File: src/rtl/fb_addr_gen_if.sv
// Signal bundle between the VGA timing source, fb_addr_gen and the frame-buffer BRAM read port.
// The master side drives sync and frame modes; the slave side returns the pixel address stream.
interface fb_addr_gen_if #(
    parameter int ADDR_W = 19
);
    logic              Hsync;
    logic              Vsync;
    logic              hflip;
    logic              vflip;
    logic [ADDR_W-1:0] base_addr;
    logic [ADDR_W-1:0] addr;
    logic              addr_valid;
    logic [15:0]       row;
    logic              line_start;
    logic              frame_start;
    logic              sync_err;

    modport master (
        output Hsync, Vsync, hflip, vflip, base_addr,
        input  addr, addr_valid, row, line_start, frame_start, sync_err
    );

    modport slave (
        input  Hsync, Vsync, hflip, vflip, base_addr,
        output addr, addr_valid, row, line_start, frame_start, sync_err
    );
endinterface

File: src/rtl/fb_addr_gen.sv
// Frame-buffer read-address generator: follows incoming Hsync/Vsync and emits one BRAM
// address per active pixel, with optional row/column mirroring and a per-frame base offset.
module fb_addr_gen #(
    parameter int HSIZE    = 640,
    parameter int VSIZE    = 480,
    parameter int HBP      = 16,
    parameter int VBP      = 10,
    parameter int ADDR_W   = 19,
    parameter bit SYNC_POL = 1'b0
) (
    input logic          CLK,
    input logic          RESET,
    fb_addr_gen_if.slave bus
);
    typedef enum logic [2:0] {
        IDLE,
        VBLANK,
        HPORCH,
        ACTIVE,
        HWAIT,
        DONE
    } state_t;

    localparam int CW = $clog2(HSIZE + 1);
    localparam int PW = $clog2(HBP + 1);
    localparam int VW = $clog2(VBP + 2);

    localparam logic [ADDR_W-1:0] LINE_STEP    = ADDR_W'(HSIZE);
    localparam logic [ADDR_W-1:0] LAST_COL     = ADDR_W'(HSIZE - 1);
    localparam logic [ADDR_W-1:0] LAST_ROW_OFS = ADDR_W'((VSIZE - 1) * HSIZE);

    // Address moves by +/-delta, wrapping modulo 2^ADDR_W.
    function automatic logic [ADDR_W-1:0] wrap_step(input logic [ADDR_W-1:0] a,
                                                    input logic [ADDR_W-1:0] delta,
                                                    input logic              neg);
        return neg ? (a - delta) : (a + delta);
    endfunction

    state_t            state_p1, state_n;
    logic              hs_act_p0;
    logic [CW-1:0]     col_p1, col_n;
    logic [PW-1:0]     pcnt_p1, pcnt_n;
    logic [VW-1:0]     vcnt_p1, vcnt_n;
    logic [15:0]       row_p1, row_n;
    logic [ADDR_W-1:0] lbase_p1, lbase_n;
    logic [ADDR_W-1:0] addr_p1, addr_n;
    logic              hflip_p1, hflip_n;
    logic              vflip_p1, vflip_n;
    logic              vld_p1, vld_n;
    logic              ls_p1, ls_n;
    logic              fs_p1, fs_n;
    logic              err_p1, err_n;

    logic hs_act, vs_act, hs_rise, hs_fall, last_row, last_col;

    assign hs_act   = (bus.Hsync == SYNC_POL);
    assign vs_act   = (bus.Vsync == SYNC_POL);
    assign hs_rise  = hs_act && !hs_act_p0;
    assign hs_fall  = !hs_act && hs_act_p0;
    assign last_row = (row_p1 == 16'(VSIZE - 1));
    assign last_col = (col_p1 == CW'(HSIZE - 1));

    always_comb begin
        state_n = state_p1;
        col_n   = col_p1;
        pcnt_n  = pcnt_p1;
        vcnt_n  = vcnt_p1;
        row_n   = row_p1;
        lbase_n = lbase_p1;
        addr_n  = addr_p1;
        hflip_n = hflip_p1;
        vflip_n = vflip_p1;
        vld_n   = 1'b0;
        ls_n    = 1'b0;
        fs_n    = 1'b0;
        err_n   = 1'b0;

        if (vs_act) begin
            // Frame modes are captured only here, so mid-frame changes wait for the next Vsync.
            state_n = VBLANK;
            hflip_n = bus.hflip;
            vflip_n = bus.vflip;
            lbase_n = bus.base_addr + (bus.vflip ? LAST_ROW_OFS : '0);
            row_n   = '0;
            col_n   = '0;
            pcnt_n  = '0;
            vcnt_n  = '0;
            err_n   = (state_p1 == ACTIVE) || ((state_p1 == HWAIT) && !last_row);
        end else begin
            case (state_p1)
                IDLE, DONE: begin
                end
                VBLANK: begin
                    if (hs_rise && (vcnt_p1 != VW'(VBP))) begin
                        vcnt_n = vcnt_p1 + VW'(1);
                    end else if (hs_fall && (vcnt_p1 == VW'(VBP))) begin
                        state_n = HPORCH;
                        pcnt_n  = '0;
                    end
                end
                HPORCH: begin
                    if (pcnt_p1 == PW'(HBP - 1)) begin
                        state_n = ACTIVE;
                        col_n   = '0;
                        vld_n   = 1'b1;
                        ls_n    = 1'b1;
                        fs_n    = (row_p1 == '0);
                        addr_n  = lbase_p1 + (hflip_p1 ? LAST_COL : '0);
                    end else begin
                        pcnt_n = pcnt_p1 + PW'(1);
                    end
                end
                ACTIVE: begin
                    if (last_col) begin
                        state_n = last_row ? DONE : HWAIT;
                    end else if (hs_act) begin
                        // Early Hsync truncates the line; the row still counts as consumed.
                        err_n   = 1'b1;
                        state_n = HWAIT;
                    end else begin
                        vld_n  = 1'b1;
                        col_n  = col_p1 + CW'(1);
                        addr_n = wrap_step(addr_p1, ADDR_W'(1), hflip_p1);
                    end
                end
                HWAIT: begin
                    if (hs_fall) begin
                        if (last_row) begin
                            state_n = DONE;
                        end else begin
                            state_n = HPORCH;
                            pcnt_n  = '0;
                            row_n   = row_p1 + 16'd1;
                            lbase_n = wrap_step(lbase_p1, LINE_STEP, vflip_p1);
                        end
                    end
                end
                default: state_n = IDLE;
            endcase
        end
    end

    always_ff @(posedge CLK or posedge RESET) begin
        if (RESET) begin
            state_p1  <= IDLE;
            hs_act_p0 <= 1'b0;
            col_p1    <= '0;
            pcnt_p1   <= '0;
            vcnt_p1   <= '0;
            row_p1    <= '0;
            lbase_p1  <= '0;
            addr_p1   <= '0;
            hflip_p1  <= 1'b0;
            vflip_p1  <= 1'b0;
            vld_p1    <= 1'b0;
            ls_p1     <= 1'b0;
            fs_p1     <= 1'b0;
            err_p1    <= 1'b0;
        end else begin
            state_p1  <= state_n;
            hs_act_p0 <= hs_act;
            col_p1    <= col_n;
            pcnt_p1   <= pcnt_n;
            vcnt_p1   <= vcnt_n;
            row_p1    <= row_n;
            lbase_p1  <= lbase_n;
            addr_p1   <= addr_n;
            hflip_p1  <= hflip_n;
            vflip_p1  <= vflip_n;
            vld_p1    <= vld_n;
            ls_p1     <= ls_n;
            fs_p1     <= fs_n;
            err_p1    <= err_n;
        end
    end

    assign bus.addr        = addr_p1;
    assign bus.addr_valid  = vld_p1;
    assign bus.row         = row_p1;
    assign bus.line_start  = ls_p1;
    assign bus.frame_start = fs_p1;
    assign bus.sync_err    = err_p1;
endmodule

File: src/flat_wrapper.sv
// flat-port wrapper written by rule: the top's interface ports become plain ports
module fb_addr_gen_flat 
#(
    parameter int HSIZE    = 640,
    parameter int VSIZE    = 480,
    parameter int HBP      = 16,
    parameter int VBP      = 10,
    parameter int ADDR_W   = 19,
    parameter bit SYNC_POL = 1'b0
)
  (CLK, RESET, bus_Hsync, bus_Vsync, bus_hflip, bus_vflip, bus_base_addr, bus_addr, bus_addr_valid, bus_row, bus_line_start, bus_frame_start, bus_sync_err);
  fb_addr_gen_if #(.ADDR_W(ADDR_W)) bus_i ();
  input logic CLK;
  input logic RESET;
  input wire logic [$bits(bus_i.Hsync)-1:0] bus_Hsync;
  input wire logic [$bits(bus_i.Vsync)-1:0] bus_Vsync;
  input wire logic [$bits(bus_i.hflip)-1:0] bus_hflip;
  input wire logic [$bits(bus_i.vflip)-1:0] bus_vflip;
  input wire logic [$bits(bus_i.base_addr)-1:0] bus_base_addr;
  output wire logic [$bits(bus_i.addr)-1:0] bus_addr;
  output wire logic [$bits(bus_i.addr_valid)-1:0] bus_addr_valid;
  output wire logic [$bits(bus_i.row)-1:0] bus_row;
  output wire logic [$bits(bus_i.line_start)-1:0] bus_line_start;
  output wire logic [$bits(bus_i.frame_start)-1:0] bus_frame_start;
  output wire logic [$bits(bus_i.sync_err)-1:0] bus_sync_err;
  assign bus_i.Hsync = bus_Hsync;
  assign bus_i.Vsync = bus_Vsync;
  assign bus_i.hflip = bus_hflip;
  assign bus_i.vflip = bus_vflip;
  assign bus_i.base_addr = bus_base_addr;
  assign bus_addr = bus_i.addr;
  assign bus_addr_valid = bus_i.addr_valid;
  assign bus_row = bus_i.row;
  assign bus_line_start = bus_i.line_start;
  assign bus_frame_start = bus_i.frame_start;
  assign bus_sync_err = bus_i.sync_err;
  fb_addr_gen #(.HSIZE(HSIZE), .VSIZE(VSIZE), .HBP(HBP), .VBP(VBP), .ADDR_W(ADDR_W), .SYNC_POL(SYNC_POL)) u_core (.CLK(CLK), .RESET(RESET), .bus(bus_i));
endmodule
File: config.mk
export PLATFORM = sky130hd
export DESIGN_NAME = fb_addr_gen_flat
export DESIGN_NICKNAME = d
export VERILOG_FILES = /design/src/rtl/fb_addr_gen_if.sv /design/src/rtl/fb_addr_gen.sv /design/src/flat_wrapper.sv
export SDC_FILE = /design/constraint.sdc
export NUM_CORES = 1
export LEC_CHECK = 0
export ABC_AREA = 1
export CORE_MARGIN = 8
export CORE_UTILIZATION = 40
export DETAILED_ROUTE_END_ITERATION = 8
export SYNTH_ARGS = -nofsm -noshare
export SYNTH_HDL_FRONTEND = slang
export SYNTH_SLANG_ARGS = --single-unit
File: constraint.sdc
create_clock -name CLK -period 3.7 [get_ports CLK]
set_clock_uncertainty 0.15 [all_clocks]
set_input_delay 0.925 -clock CLK [delete_from_list [all_inputs] [get_ports CLK]]
set_output_delay 0.925 -clock CLK [all_outputs]
set_load 0.02 [all_outputs]
==> impl_metrics.yaml, run 1 <==
clocking:
  cts.sink_count: 83
  cts_repair_resize_count: 0
  clk_root_buffer_cell: "sky130_fd_sc_hd__clkbuf_16"
  cts_tree: "built"
  worstSkewPairLatency_ns: 0.35
  cts-hold-fix-buffers: 0
  cts_setup_buffers: 0
  worst_setup_hold_path_clk_slew_ns: 0.07
  clock_tree_buf_depth: 2
  cts_max_level: 3
  cts_made_buffers: 9
placement:
  placement.cell_area_mm2: 0.00789
  globalplace.congestion: 0.892
  dpl.hpwl_mm: 14.2
  port_buffers: 63
drt:
  detail-route-antenna-nets: 0
  wirelength_mm: 18.7
  routed_via_density: 5.16
  remaining_drc_errors: 0
  violation_count_after_the_first_detailed_route_iteration: 393
  routedWlPerCell_um: 13.9
  dr.pass1.iters: 4
  vias: 6913
setup_path:
  biggest_cell_delay_along_the_critical_path_ns: 0.70
  largest_fanout_of_any_net_on_the_critical_path: 9
  cp_arrival_ns: 3.09
  worst_path_max_delay_cell: "sky130_fd_sc_hd__clkdlybuf4s50_1"
  timing.critical_path.from_type: "input pin"
  crit_path_end_kind: "flop"
  path_common_cell: "sky130_fd_sc_hd__nand2_1"
  critical_path_class: "input pin to flop"
  cp_cell_sequence: "clkdlybuf4s50_1, ha_1, a21oi_1, o21ai_0, nand2_1, nand3b_1, a21oi_1, o21ai_0, nand2_1, nand2_1, nand2_1"
  cp_data_required_time_ns: 3.84
sta:
  max-slew-margin-rel: 0.618
  finalCritPeriodShare: 0.798
  fin_tns_setup_ns: 0
  rsz0062_at_grt: "false"
  maxSlewViolCount: 0
  final.min_clock_period_ns: 2.95
  maximum_clock_frequency_mhz: 339
  tightest_slew_ns: 0.568
  setup_viol: 0
  final_hold_violations: 0
  final.hold.worst_slack_ns: 0.339
power:
  power.internal_w: 0.00244
  power.share.switching: 0.448
  switchingPower_w: 0.00198
  p_clk_frac: 0.221
  leakage_power_nw: 3.98
  finalPower_w: 0.00442
  pwr-share-comb: 0.487
  power.sequential.fraction: 0.292
  power_per_cell_area_mw_per_mm2: 539
  vdd_drop_max_mv: 0.249
cells_and_area:
  final_common_cell: "sky130_fd_sc_hd__nand2_1"
  most-common-layout-cells: "sky130_fd_sc_hd__nand2_1 (322), sky130_fd_sc_hd__nand3_1 (107), sky130_fd_sc_hd__inv_1 (103)"
  fillCellCount: 1762
  seqCellArea_mm2: 0.00208
  finalInstanceArea_mm2: 0.00820
  antenna-diode-count: 0
  multi_input_combinational_cell_area_mm2: 0.00439
  nets: 1187
  area_growth_pct: 16.5
  drive_gt1_frac: 0.0484
synth:
  synth-seq-area-share: 0.295
  number_of_library_cell_types_mapped_by_synthesis: 45
  mappedNetlistNets: 1125
  netlist_instances: 1048
  ys.flop_type: "sky130_fd_sc_hd__dfrtp_1"
  netlist_area_mm2: 0.00704
  synth_area_per_cell_um2: 6.72
  synth_edf_count: 0
  ys_ff_latch: 83
  synth_warnings: 0
  synth-async-reset-ratio: 1.00
global_routing:
  wire_length_of_the_first_global_routing_pass_mm: 32.1
  antenna_found_initial: 0
  grt_remaining_overflow: 0
  track_usage: 0.176
  largest_net_degree_at_the_start_of_global_routing: 57
  grt_pass1_vias: 6689
min_path:
  hold_class: "flop to flop"
die:
  die_outline_height_um: 149
  site_rows: 48
  coreArea_mm2: 0.0172
  fp.dieArea_mm2: 0.0221
  floorplan.io_pins: 64
  fp.dieW_um: 149
  start_util: 0.408
job:
  drv_cap: 0
status:
  run_status: "completed"
## sequential cells by signal, indices dropped and copies added (netlist names), 3 cells and up
| register | flops |
|---|---|
| u_core.bus.addr | 19 |
| u_core.pcnt_p1 | 5 |
| u_core.state_p1 | 3 |
| u_core.lbase_p1 | 19 |
| u_core.bus.row | 16 |
| u_core.vcnt_p1 | 4 |
| u_core.col_p1 | 10 |
## Yosys cell counts (2+ instances only)
cell type	n	share of area
sky130_fd_sc_hd__nand2_1	322	0.17
sky130_fd_sc_hd__nand3_1	107	0.076
sky130_fd_sc_hd__inv_1	104	0.055
sky130_fd_sc_hd__nor2_1	95	0.051
sky130_fd_sc_hd__dfrtp_1	83	0.30
sky130_fd_sc_hd__o21ai_0	67	0.048
sky130_fd_sc_hd__a21oi_1	63	0.045
sky130_fd_sc_hd__ha_1	48	0.085
sky130_fd_sc_hd__xor2_1	20	0.025
sky130_fd_sc_hd__nand4_1	16	0.014
sky130_fd_sc_hd__nor3_1	13	0.0092
sky130_fd_sc_hd__nand3b_1	10	0.011
sky130_fd_sc_hd__o31ai_1	9	0.0096
sky130_fd_sc_hd__clkbuf_1	8	0.0043
sky130_fd_sc_hd__a31oi_1	7	0.0062
sky130_fd_sc_hd__buf_6	7	0.011
sky130_fd_sc_hd__inv_2	6	0.0032
sky130_fd_sc_hd__xnor2_1	6	0.0075
sky130_fd_sc_hd__and2_1	5	0.0044
sky130_fd_sc_hd__nor4_1	5	0.0044
sky130_fd_sc_hd__fa_1	4	0.011
sky130_fd_sc_hd__nand2_4	4	0.0064
sky130_fd_sc_hd__and3_1	3	0.0027
sky130_fd_sc_hd__buf_4	3	0.0032
sky130_fd_sc_hd__o21bai_1	3	0.0032
sky130_fd_sc_hd__or2_2	3	0.0027
sky130_fd_sc_hd__buf_1	2	0.0011
sky130_fd_sc_hd__buf_2	2	0.0014
sky130_fd_sc_hd__nand2_2	2	0.0018
sky130_fd_sc_hd__nor2_2	2	0.0018
sky130_fd_sc_hd__nor2_4	2	0.0032
sky130_fd_sc_hd__nor3_2	2	0.0028
sky130_fd_sc_hd__nor3b_1	2	0.0021
sky130_fd_sc_hd__o211ai_1	2	0.0021
## worst paths after layout
| check | from | to | slack [ns] | depth (start not counted) |
|---|---|---|---|---|
| min reg2reg | u_core.lbase_p1[6] | u_core.lbase_p1[6] | 0.34 | 2 |
| min in group asynchronous | RESET | u_core.col_p1[3] | 0.77 | 2 |
| min | u_core.lbase_p1[6] | u_core.lbase_p1[6] | 0.34 | 2 |
| max in group asynchronous | RESET | u_core.lbase_p1[17] | 1.95 | 3 |
| max | bus_vflip | u_core.lbase_p1[16] | 0.75 | 11 |
| max reg2reg | u_core.hflip_p1 | u_core.bus.addr[17] | 1.13 | 12 |
## worst max-delay path: cells and delay by family
family | cells | cell delay [ns]
AOI/OAI and AO/OA | 4 | 0.75
adders and majority gates | 1 | 0.37
buffers and inverters | 1 | 0.70
and+or+nand+nor | 5 | 0.36
## area by class of cell
cell class	count	area share
Inverter	112	0.0517
Tap cell	225	0.0343
Multi-Input combinational cell	831	0.536
Timing Repair Buffer	73	0.0876
Clock buffer	9	0.0275
Clock inverter	7	0.0101
Sequential cell	83	0.253
## layer usage
metal | wire [um] | up-vias | part of all wire | track usage
met5 | 0 | - | 0 | 0
met4 | 252 | 0 | 0.014 | 0.0551
met3 | 723 | 16 | 0.039 | 0.0234
met2 | 8140 | 142 | 0.44 | 0.275
met1 | 9550 | 3165 | 0.51 | 0.246
li1 | - | 3590 | - | -
## per-stage QoR
step,util,setup slack [ns],instances
2_1_floorplan,-,0.488,1048
3_3_place_gp,0.458,0.436,1324
3_5_place_dp,0.458,0.381,1324
4_1_cts,0.476,0.745,1340
5_1_grt,0.476,0.557,1340
6_report,0.476,0.746,1340
## power groups by stage
| stage | registers [W] | logic, W | clock network, W |
|---|---|---|---|
| 5_1_grt | 0.00133 | 0.00245 | 0.00102 |
| 4_1_cts | 0.00129 | 0.00216 | 0.000988 |
| 3_5_place_dp | 0.00131 | 0.00215 | 0 |
| 6_report | 0.00129 | 0.00215 | 0.000977 |
| 2_1_floorplan | 0.00139 | 0.00142 | 0 |
| 3_3_place_gp | 0.00131 | 0.00213 | 0 |
## cell families (layout without fill, tap and decap cells)
group,after synthesis,count (layout),share of synthesized area
and+or+nand+nor,595,595,0.370
xor gates and xnor gates,26,26,0.0323
AOI/OAI and AO/OA,158,158,0.125
adders and majority gates,52,52,0.0967
DFF,83,83,0.295
buffers and inverters,134,201,0.0812
Power figures use the tool's default switching activity.
==> run 2, diff against run 1 <==
==> constraint.sdc (replaced) <==
create_clock -name CLK -period 2.5 [get_ports CLK]
set_clock_uncertainty 0.15 [all_clocks]
set_input_delay 0.625 -clock CLK [delete_from_list [all_inputs] [get_ports CLK]]
set_output_delay 0.625 -clock CLK [all_outputs]
set_load 0.02 [all_outputs]
==> impl_metrics.yaml, run 2 (synthesis gave the netlist of run 1 again) <==
status:
  run_status: "completed"
setup_path:
  critPathTopFamily: "buffers and inverters"
  cp_cell_sequence: "clkdlybuf4s50_1"
  timing.critical_path.from_type: "flop"
  crit_path_end_kind: "output port"
  critical_path_class: "flop to output port"
  cp_arrival_ns: 1.59
  biggest_cell_delay_along_the_critical_path_ns: 0.69
  worst_path_max_delay_cell: "sky130_fd_sc_hd__clkdlybuf4s50_1"
  cp_data_required_time_ns: 1.73
  largest_fanout_of_any_net_on_the_critical_path: 9
  critPathBufInv: 1
global_routing:
  wire_length_of_the_first_global_routing_pass_mm: 30.6
  largest_net_degree_at_the_start_of_global_routing: 84
  antenna_found_initial: 0
  grt_remaining_overflow: 0
  grt_pass1_vias: 6341
  track_usage: 0.167
cells_and_area:
  antenna-diode-count: 0
  area_growth_pct: 19.7
  most-common-layout-cells: "sky130_fd_sc_hd__nand2_1 (322), sky130_fd_sc_hd__nand3_1 (106), sky130_fd_sc_hd__inv_1 (103)"
  nets: 1212
  final_common_cell: "sky130_fd_sc_hd__nand2_1"
  drive_gt1_frac: 0.0711
  fillCellCount: 1775
clocking:
  cts_made_buffers: 9
  worstSkewPairLatency_ns: 0.34
  cts_tree: "built"
  cts.sink_count: 83
  worst_setup_hold_path_clk_slew_ns: 0.06
  cts_setup_buffers: 0
  cts_max_level: 3
  clk_root_buffer_cell: "sky130_fd_sc_hd__clkbuf_16"
  clock_tree_buf_depth: 2
sta:
  setup_viol: 0
  finalWorstSetupSlack_ns: 0.139
  final.min_clock_period_ns: 2.36
  final_hold_violations: 0
  max-slew-margin-rel: 0.671
  maximum_clock_frequency_mhz: 424
  final.hold.worst_slack_ns: 0.338
  maxSlewViolCount: 0
  rsz0062_at_grt: "false"
  tightest_slew_ns: 0.490
  finalCritPeriodShare: 0.944
die:
  floorplan.io_pins: 64
  fp.dieW_um: 149
  die_outline_height_um: 149
  fp.dieArea_mm2: 0.0221
  coreArea_mm2: 0.0172
  site_rows: 48
  start_util: 0.408
placement:
  globalplace.congestion: 0.898
  pre_cts_slack_ns: -0.178
  port_buffers: 63
  dpl.hpwl_mm: 13.9
min_path:
  hold_class: "flop to flop"
drt:
  detail-route-antenna-nets: 0
  violation_count_after_the_first_detailed_route_iteration: 443
  dr.pass1.iters: 5
  wirelength_mm: 18.1
  routedWlPerCell_um: 13.3
  vias: 6886
  routed_via_density: 5.05
  remaining_drc_errors: 0
power:
  leakage_power_nw: 4.10
  power_per_cell_area_mw_per_mm2: 773
  finalPower_w: 0.00652
  vdd_drop_max_mv: 0.375
job:
  drv_cap: 0
## run 2: changes by cell type in the layout (fill, tap and decap cells not counted), moves of 2 or more
cell,previous run,this run
sky130_fd_sc_hd__inv_6,2,0
sky130_fd_sc_hd__o21ai_1,1,4
sky130_fd_sc_hd__clkbuf_1,0,2
sky130_fd_sc_hd__a21oi_1,63,61
sky130_fd_sc_hd__a21oi_2,0,2
sky130_fd_sc_hd__buf_12,1,4
sky130_fd_sc_hd__o21ai_0,67,64
sky130_fd_sc_hd__clkinvlp_4,2,4
sky130_fd_sc_hd__buf_4,9,30
## run 2: timing repair
action,4_1_cts,5_1_grt
gates resized for setup,0,9
hold buffers,0,0
setup endpoints to repair,0,13
## run 2: per-layer routing
metal	vias to the layer above	GRT usage	wire length, um
met5	-	0	0
met4	0	0.0515	210
met3	15	0.0267	823
met2	150	0.254	7760
met1	3076	0.236	9340
li1	3645	-	-
## run 2: worst min-delay path, delay by kind of cell, from the launching register on
| kind | cells | cell delay [ns] |
|---|---|---|
| flip-flops | 1 | 0.35 |
| AND/OR/NAND/NOR | 2 | 0.10 |
## run 2: final timing paths
check,start,to,slack (ns),cells after the start
worst min register to register,u_core.lbase_p1[6],u_core.lbase_p1[6],0.34,2
worst max-delay path,u_core.bus.row[4],bus_row[4],0.14,1
max in group asynchronous,RESET,u_core.lbase_p1[18],1.21,3
worst max register to register,u_core.hflip_p1,u_core.bus.addr[17],0.21,13
worst min-delay path,u_core.lbase_p1[6],u_core.lbase_p1[6],0.34,2
min in group asynchronous,RESET,u_core.bus.addr_valid,0.57,3
## run 2: report_power, final
group	internal, W	switching, W	total (W)
sequential	0.00160	0.000300	0.00190
clock	0.000769	0.000552	0.00132
combinational	0.00130	0.00200	0.00329
## run 2: cell type report
type	count	area, um2	area share
clock buffers	11	233	0.0276
well taps	225	282	0.0334
inverters	112	427	0.0506
clock inverters	4	52.6	0.00623
multi-input cells	831	4410	0.523
repair buffers	98	947	0.112
flip-flops and latches	83	2080	0.246
## run 2: stage by stage
stage / area, um2 / setup TNS (ns) / util / instances
2_1_floorplan: 7040 / 0 / - / 1048
3_3_place_gp: 8120 / -0.881 / 0.471 / 1349
3_5_place_dp: 8120 / -1.27 / 0.471 / 1349
4_1_cts: 8410 / 0 / 0.488 / 1364
5_1_grt: 8430 / 0 / 0.489 / 1364
6_report: 8430 / 0 / 0.489 / 1364
==> run 3, diff against run 2 <==
--- a/config.mk
+++ b/config.mk
@@ -9,6 +9,7 @@
 export CORE_MARGIN = 8
 export CORE_UTILIZATION = 40
 export DETAILED_ROUTE_END_ITERATION = 8
+export PLACE_DENSITY_LB_ADDON = 0.12
 export SYNTH_ARGS = -nofsm -noshare
 export SYNTH_HDL_FRONTEND = slang
 export SYNTH_SLANG_ARGS = --single-unit
==> impl_metrics.yaml, run 3 (synthesis gave the netlist of run 1 again) <==
setup_path:
  cp_data_required_time_ns: 1.73
  largest_fanout_of_any_net_on_the_critical_path: 9
  critical_path_class: "flop to output port"
  critPathTopFamily: "buffers and inverters"
  cp_cell_sequence: "clkdlybuf4s50_1"
  crit_start: "u_core.bus.row[4]"
  worst_path_max_delay_cell: "sky130_fd_sc_hd__clkdlybuf4s50_1"
  cp_arrival_ns: 1.57
  r2r-start: "u_core.hflip_p1"
  critPathBufInv: 1
  timing.critical_path.from_type: "flop"
  crit_path_end_kind: "output port"
  biggest_cell_delay_along_the_critical_path_ns: 0.68
drt:
  routedWlPerCell_um: 13.6
  wirelength_mm: 18.6
  routed_via_density: 5.04
  violation_count_after_the_first_detailed_route_iteration: 304
  detail-route-antenna-nets: 0
  remaining_drc_errors: 0
  dr.pass1.iters: 5
  vias: 6895
power:
  vdd_drop_max_mv: 0.381
  power.share.switching: 0.442
  power.internal_w: 0.00367
  p_clk_frac: 0.209
  power.sequential.fraction: 0.289
  switchingPower_w: 0.00291
  pwr-share-comb: 0.502
  power_per_cell_area_mw_per_mm2: 776
  leakage_power_nw: 4.14
placement:
  pre_cts_slack_ns: -0.233
  port_buffers: 63
  globalplace.congestion: 0.904
  dpl.hpwl_mm: 14.2
  place.detailed.instances: 1351
clocking:
  worst_setup_hold_path_clk_slew_ns: 0.07
  cts.sink_count: 83
  cts_tree: "built"
  cts_max_level: 3
  cts-hold-fix-buffers: 0
  clk_root_buffer_cell: "sky130_fd_sc_hd__clkbuf_16"
  cts_made_buffers: 9
  worstSkewPairLatency_ns: 0.35
  clock_tree_buf_depth: 2
status:
  run_status: "completed"
sta:
  final.min_clock_period_ns: 2.35
  tightest_slew_ns: 0.559
  final.hold.worst_slack_ns: 0.336
  setup_viol: 0
  maxSlewViolCount: 0
  rsz0062_at_grt: "false"
  finalCritPeriodShare: 0.940
  maximum_clock_frequency_mhz: 426
  finalWorstSetupSlack_ns: 0.151
  max-slew-margin-rel: 0.624
  fin_tns_setup_ns: 0
  final_hold_violations: 0
min_path:
  hold_class: "flop to flop"
  hold_path_startpoint: "u_core.lbase_p1[3]"
cells_and_area:
  antenna-diode-count: 0
  fillCellCount: 1782
  area_growth_pct: 20.4
  final_common_cell: "sky130_fd_sc_hd__nand2_1"
  seqCellArea_mm2: 0.00208
  final_core_utilization: 0.492
  nets: 1214
  drive_gt1_frac: 0.0727
  layout.cells.non_filler: 1367
  multi_input_combinational_cell_area_mm2: 0.00440
  most-common-layout-cells: "sky130_fd_sc_hd__nand2_1 (322), sky130_fd_sc_hd__nand3_1 (107), sky130_fd_sc_hd__inv_1 (103)"
global_routing:
  busiest_layer: "met2"
  grt_pass1_vias: 6385
  antenna_found_initial: 0
  grt_remaining_overflow: 0
  largest_net_degree_at_the_start_of_global_routing: 84
  gr-usage-met3: 0.0316
  grt_util_met2: 0.272
  global_route.usage.met1: 0.230
  wire_length_of_the_first_global_routing_pass_mm: 30.9
  track_usage: 0.169
die:
  start_util: 0.408
  die_outline_height_um: 149
  coreArea_mm2: 0.0172
  fp.dieArea_mm2: 0.0221
  floorplan.io_pins: 64
  fp.dieW_um: 149
  site_rows: 48
job:
  drv_cap: 0
## run 3: changes by cell type in the layout (fill, tap and decap cells not counted), sizes merged, moves of 2 or more
cell / previous run / this run
clkinvlp: 4 / 2
clkbuf: 11 / 9
buf: 35 / 37
inv: 110 / 112
clkinv: 1 / 4
## run 3: worst paths after layout
kind,to,slack [ns],cells past startpoint
max,bus_row[4],0.15,1
min,u_core.lbase_p1[3],0.34,2
max reg2reg,u_core.bus.addr[10],0.17,10
min reg2reg,u_core.lbase_p1[3],0.34,2
max in group asynchronous,u_core.lbase_p1[12],1.21,3
min in group asynchronous,u_core.bus.addr[14],0.59,3
## run 3: per-layer routing
layer  up-vias  wire length (um)
met4         0               172
met1      3146              9330
met3        12               749
met5         -                 0
met2        97              8380
li1       3640                 -
## run 3: repair_timing
| item | in CTS | in global routing |
|---|---|---|
| endpoints found under the setup margin | 0 | 3 |
| resized for setup | 0 | 4 |
| setup buffers | 0 | 0 |
## run 3: final cells by class
class | count | area share
clock inverters | 7 | 0.00871
inverters | 112 | 0.0503
repair buffers | 100 | 0.117
multi-input cells | 831 | 0.519
well taps | 225 | 0.0332
clock buffers | 9 | 0.0266
flip-flops and latches | 83 | 0.245
## run 3: through the flow
step                      instance area [um2]  total power, W
after floorplan                          7040         0.00415
after global placement                   8160         0.00518
after detailed placement                 8160         0.00521
after CTS                                8460         0.00663
after global routing                     8480         0.00712
final                                    8480         0.00658
## run 3: power groups by stage
stage | sequential [W] | clock [W] | combinational, W
final | 0.00190 | 0.00138 | 0.00330
after global routing | 0.00194 | 0.00147 | 0.00371
after global placement | 0.00192 | 0 | 0.00326
after floorplan | 0.00205 | 0 | 0.00210
after CTS | 0.00190 | 0.00142 | 0.00331
after detailed placement | 0.00192 | 0 | 0.00329
